[src/rtl/psum_acc.sv]
// rtl/psum_acc.sv - partial-sum accumulation controller wrapped around the n1 multiply-add stage
module psum_acc #(
   parameter int N     = 16,
   parameter int CNT_W = 8
) (
   input  logic             i_clk,
   input  logic             i_rst,
   input  logic             i_start,
   input  logic [CNT_W-1:0] i_len,
   input  logic             i_valid,
   output logic             o_ready,
   input  logic [N-1:0]     i_res,
   output logic [N-1:0]     o_nbout,
   output logic             o_valid,
   input  logic             i_ready,
   output logic [N-1:0]     o_sum,
   output logic             o_busy
);

   typedef enum logic [1:0] {
      IDLE = 2'd0,
      ACC  = 2'd1,
      OUT  = 2'd2
   } state_t;

   state_t           state, state_n;
   logic [N-1:0]     psum, psum_n;
   logic [CNT_W-1:0] count, count_n;

   always_ff @(posedge i_clk) begin
      if (i_rst) begin
         state <= IDLE;
         psum  <= '0;
         count <= '0;
      end else begin
         state <= state_n;
         psum  <= psum_n;
         count <= count_n;
      end
   end

   // A start with a zero length skips ACC entirely and presents an empty (zero) sum.
   always_comb begin
      state_n = state;
      psum_n  = psum;
      count_n = count;
      unique case (state)
         IDLE: begin
            if (i_start) begin
               psum_n  = '0;
               count_n = i_len;
               state_n = (i_len == '0) ? OUT : ACC;
            end
         end
         ACC: begin
            if (i_valid) begin
               psum_n  = i_res;
               count_n = count - 1'b1;
               if (count == {{(CNT_W-1){1'b0}}, 1'b1})
                  state_n = OUT;
            end
         end
         OUT: begin
            if (i_ready) begin
               if (i_start) begin
                  psum_n  = '0;
                  count_n = i_len;
                  state_n = (i_len == '0) ? OUT : ACC;
               end else begin
                  state_n = IDLE;
               end
            end
         end
         default: begin
            state_n = IDLE;
         end
      endcase
   end

   // Every output comes straight from registers or the state decode.
   assign o_ready = (state == ACC);
   assign o_valid = (state == OUT);
   assign o_busy  = (state != IDLE);
   assign o_nbout = psum;
   assign o_sum   = psum;

endmodule

[config.mk]
export PLATFORM = sky130hd
export DESIGN_NAME = psum_acc
export DESIGN_NICKNAME = d
export VERILOG_FILES = /design/src/rtl/psum_acc.sv
export SDC_FILE = /design/constraint.sdc
export NUM_CORES = 1
export LEC_CHECK = 0
export ABC_AREA = 1
export BUFFER_PORTS_ARGS = -buffer_cell sky130_fd_sc_hd__buf_2
export CAP_MARGIN = 10
export CORE_MARGIN = 5
export CORE_UTILIZATION = 40
export CTS_BUF_LIST = sky130_fd_sc_hd__clkbuf_16
export CTS_CLUSTER_DIAMETER = 50
export CTS_CLUSTER_SIZE = 28
export DETAILED_ROUTE_END_ITERATION = 8
export PLACE_DENSITY = 0.75
export SLEW_MARGIN = 20
export SYNTH_ARGS = -nofsm -noshare
export SYNTH_HDL_FRONTEND = slang
export SYNTH_SLANG_ARGS = --single-unit
[constraint.sdc]
create_clock -name i_clk -period 2.65 [get_ports i_clk]
set_clock_uncertainty 0.15 [all_clocks]
set_input_delay 0.6625 -clock i_clk [delete_from_list [all_inputs] [get_ports i_clk]]
set_output_delay 0.6625 -clock i_clk [all_outputs]
set_load 0.01 [all_outputs]
-- After elaboration in Yosys (flattened, before gate mapping)
Index checks and enable logic that the tools add are counted.
- $add $sub $neg: 1
- equal/unequal tests: 7
- muxes and demuxes: 15
- reductions and logical operators: 6
- operators with widths (kind ; number):
    2-to-1 mux 16 bit ; 3
    case mux 16 bit (3 select lines) ; 1
    2-to-1 mux 8 bit ; 3
    case mux 8 bit (3 select lines) ; 1
    2-to-1 mux 2 bit ; 6
    equality test 8 x 1 -> 1 bit, second input constant ; 1
    zero test 8 bit ; 1
    subtractor 8 x 1 -> 8 bit, second input constant ; 1
    case mux 2 bit (3 select lines) ; 1
    inequality test 2 x 1 -> 1 bit, second input constant ; 2
    inequality test 2 bit, second input constant ; 2
    AND reduction 4 bit ; 1
    AND reduction 3 bit ; 1
    nonzero test 3 bit ; 1
    equality test 2 x 1 -> 1 bit, second input constant ; 1
    equality test 2 bit, second input constant ; 1
    zero test 2 bit ; 1
    nonzero test 2 bit ; 1
- register bits: 26
- input bits: 29
- output and inout port bits: 35
- logic and storage cells: 32

-- Depth between registers and ports, before layout
- depth after elaboration: 5
- gate-level depth with buffers: 10
- depth with buffers taken out: 10

-- Worst setup path before layout
OpenSTA, ideal clock, no wires.
- path type: input-to-reg
- start: input port i_ready
- end: register psum[7], in the netlist o_nbout[7]
- setup time: 0.128 ns
- arrival time: 1.369 ns
- required time: 2.372 ns
- setup slack: 1.004 ns
- cell stages on the path: 8
- path buffers: 1
- path through: nand3b_1 nand2_1 inv_2 nand2_1 inv_2 buf_6 a22oi_1 nor2_1
- cells in the longest elaborated chain, start to end: 2
- RTL lines (item ; RTL line ; source):
    from (decl) ; 15 ; input logic i_ready,
    inequality test 2 x 1 -> 1 bit (no source line) ; - ;
    AND reduction 3 bit (no source line) ; - ;
    to (signal assigned) ; 37 ; psum <= psum_n;
    to (decl) ; 27 ; logic [N-1:0] psum, psum_n;
No other way between the ends.
A chain may end at the register's enable or synchronous reset.

-- Worst setup path after layout
- start: register state[0]
- end: output port o_ready
- cells in the longest elaborated chain, start to end: 1
- RTL lines (item ; RTL line ; source):
    from (decl) ; 26 ; state_t state, state_n;
    from (signal assigned) ; 36 ; state <= state_n;
    equality test 2 x 1 -> 1 bit ; 81 ; assign o_ready = (state == ACC);
    to (decl) ; 11 ; output logic o_ready,
No other way between the ends.

==> results.py <==
metrics = {
    "status": {
        "status": "finished clean",
    },
    "final_layout": {
        "drive_gt1_share_pct": 33.6,
        "utilization_pct": 50.8,
        "area_growth_pct": 22.5,
        "num-nets-final": 267,
        "antenna_cells": 0,
        "fill_cells": 336,
        "layout_commonest_cell": "buf_2",
        "final_cell_mix": "buf_2, nor2_1, nand2_1, dfxtp_1, a22oi_1",
        "stdcell_area_mm2": 0.00169,
    },
    "detailed_routing": {
        "vias": 1325,
        "wl_per_cell_um": 11.5,
        "remaining_drc_errors": 0,
        "wl_um": 3230,
        "drtPass1Iterations": 4,
        "drtAntennaViolNets": 0,
        "vias_per_cell": 4.72,
        "drt_iter0_markers": 37,
    },
    "floorplanning": {
        "dieArea_mm2": 0.00473,
        "die_width_um": 68.8,
        "io-pin-count": 64,
        "core_mm2": 0.00334,
        "placementRows": 21,
        "die_h_um": 68.8,
        "start_util_pct": 41.4,
    },
    "sta": {
        "worst_pin_slew_ps": 402,
        "setup_ws_ps": 661,
        "maxSlewHeadroom_pct": 73.2,
        "final_hold_viol_count": 0,
        "finalSetupTns_ps": 0,
        "report.final.setup_viol": 0,
        "finalMaxSlewViolations": 0,
        "fmax_mhz": 503,
        "rsz0062_at_grt": "no",
        "min_period_over_period_pct": 75.1,
        "hold_slack_ps": 354,
        "min_period_ps": 1990,
    },
    "logic_synthesis": {
        "synthAdderAreaFrac_pct": 1.81,
        "yosys.area_share.simple_pct": 25.9,
        "ys_seq_area_share_pct": 37.6,
        "synth_cells": 190,
        "synth_compound_area_share_pct": 17.7,
        "synth.mux.area_fraction_pct": 0,
        "synth_top_family_by_area": "simple AND/OR/NAND/NOR gates",
        "yosysUniqueCellTypes": 21,
        "syn-mean-instance-area_um2": 7.28,
        "syn-cell-area_mm2": 0.00138,
        "synth-seq-cells": 26,
        "ys_warn_count": 0,
        "synth_xor_area_share_pct": 0,
        "synth_fp_nets": 221,
    },
    "cts": {
        "cts_root_buffer": "clkbuf_16",
        "cts.reportedPaths.clkPinSlew_ps": 70,
        "cts_num_sinks": 26,
        "h-tree-depth": 1,
        "cts-buffers-inserted": 3,
        "clkLatencyLatePin_ps": 260,
        "clockBufferDepth": 2,
        "ctsHoldBuffers": 0,
        "tritoncts": "yes",
        "cts_setup_buffers": 0,
        "cts-resized-gates": 0,
    },
    "power": {
        "vdd_drop_max_mv": 0.459,
        "leakagePower_nw": 0.887,
        "power_density_mw_per_mm2": 1180,
    },
    "grt": {
        "antenna_found_initial": 0,
        "grt_pass1_wl_um": 5150,
        "grt_pass1_vias": 1215,
        "gr-total-overflow": 0,
        "grt_max_degree": 29,
        "grt_use_total_pct": 14.3,
    },
    "worst_setup_path": {
        "crit_arrival_ps": 1180,
        "crit_chain": "inv_2 -> nor2_4 -> buf_2",
        "max_stage_delay_ps": 360,
        "cp-end-kind": "output port",
        "crit_path_start_kind": "flip-flop",
        "reg2reg_depth": 9,
        "crit_fanout": 14,
        "setup.worst_path.class": "flip-flop to output port",
        "slowest_stage": "dfxtp_1",
        "critPathRequiredTime_ps": 1840,
    },
    "placement": {
        "dp_hpwl_um": 2430,
        "gp_congestion": 0.775,
        "place.port_buffers": 63,
        "place_area_mm2": 0.00159,
        "place_ws_ps": 725,
    },
    "job": {
        "cap_violations": 0,
    },
    "worst_hold_path": {
        "hold_path_depth": 2,
        "holdCritPathClass": "flip-flop to flip-flop",
    },
}
-- synthesized netlist by cell type --
master    count  area (um2)
nor2_1       38         143
nand2_1      28         105
dfxtp_1      26         521
buf_4        16         120
a22oi_1      14         105
inv_1        13        48.8
a21oi_1      12        60.1
o21ai_0      11        55.1
nand3_1       8        40.0
inv_2         5        18.8
buf_6         3        33.8
nand3b_1      3        22.5
a22oi_2       2        25.0
clkbuf_1      2        7.51
ha_1          2        25.0
or2_2         2        12.5
buf_2         1        5.00
nand2_2       1        6.26
nand2_4       1        11.3
nand4_1       1        6.26
nor2_4        1        11.3
-- flip-flops by register name, summed over array words and instances, names as in the netlist --
name     count
count        8
state        2
o_nbout     16
-- report_power, final --
| group | total (mW) | switching, mW | internal, mW |
|---|---|---|---|
| sequential | 0.613 | 0.0972 | 0.516 |
| combinational | 0.941 | 0.594 | 0.347 |
| clock | 0.440 | 0.140 | 0.301 |
| total | 1.99 | 0.831 | 1.16 |
-- area by class of cell --
| cell class | instances | area, um2 | area share, % |
|---|---|---|---|
| clock inverter | 1 | 30.0 | 1.77 |
| inverter | 18 | 67.6 | 3.99 |
| tap | 46 | 57.6 | 3.40 |
| timing repair buffer | 63 | 315 | 18.6 |
| sequential | 26 | 520 | 30.7 |
| multi-input combinational | 124 | 628 | 37.1 |
| clock buffer | 3 | 75.1 | 4.43 |
-- path summary, 6_finish.rpt --
path | from | to | slack [ps]
setup / recovery | state[0]$_SDFFE_PP0P_ | o_ready | 660
hold / removal | count[7]$_SDFFE_PP0P_ | count[7]$_SDFFE_PP0P_ | 350
setup reg to reg | state[0]$_SDFFE_PP0P_ | count[2]$_SDFFE_PP0P_ | 830
hold reg to reg | count[7]$_SDFFE_PP0P_ | count[7]$_SDFFE_PP0P_ | 350
-- worst max-delay path: cells and delay by family, from the launching register on --
family / cells / cell delay [ps]
flops: 1 / 360
buf+inv: 2 / 280
simple gates: 1 / 270
-- through the flow --
stage | power, mW | cells
after detailed placement | 1.56 | 277
after global placement | 1.54 | 277
after floorplan | 1.41 | 190
final | 1.99 | 281
after CTS | 2.00 | 281
after global routing | 2.18 | 281
-- kinds of logic after synthesis --
group / Yosys count
adder cells (fa/ha/maj): 2
buffers and inverters: 40
flip-flops: 26
AND/OR/NAND/NOR: 83
AO/OA/AOI/OAI: 39
-- routing by layer --
| metal | GRT usage (%) | routed length, um | part of all wire, % | vias to the layer above |
|---|---|---|---|---|
| li1 | - | - | - | 693 |
| met1 | 16.5 | 1380 | 43 | 585 |
| met2 | 24.9 | 1570 | 49 | 42 |
| met3 | 4.54 | 241 | 7.5 | 5 |
| met4 | 4.38 | 32 | 0.99 | 0 |
| met5 | 0 | 0 | 0 | - |
(Power assumes the default switching activity.)
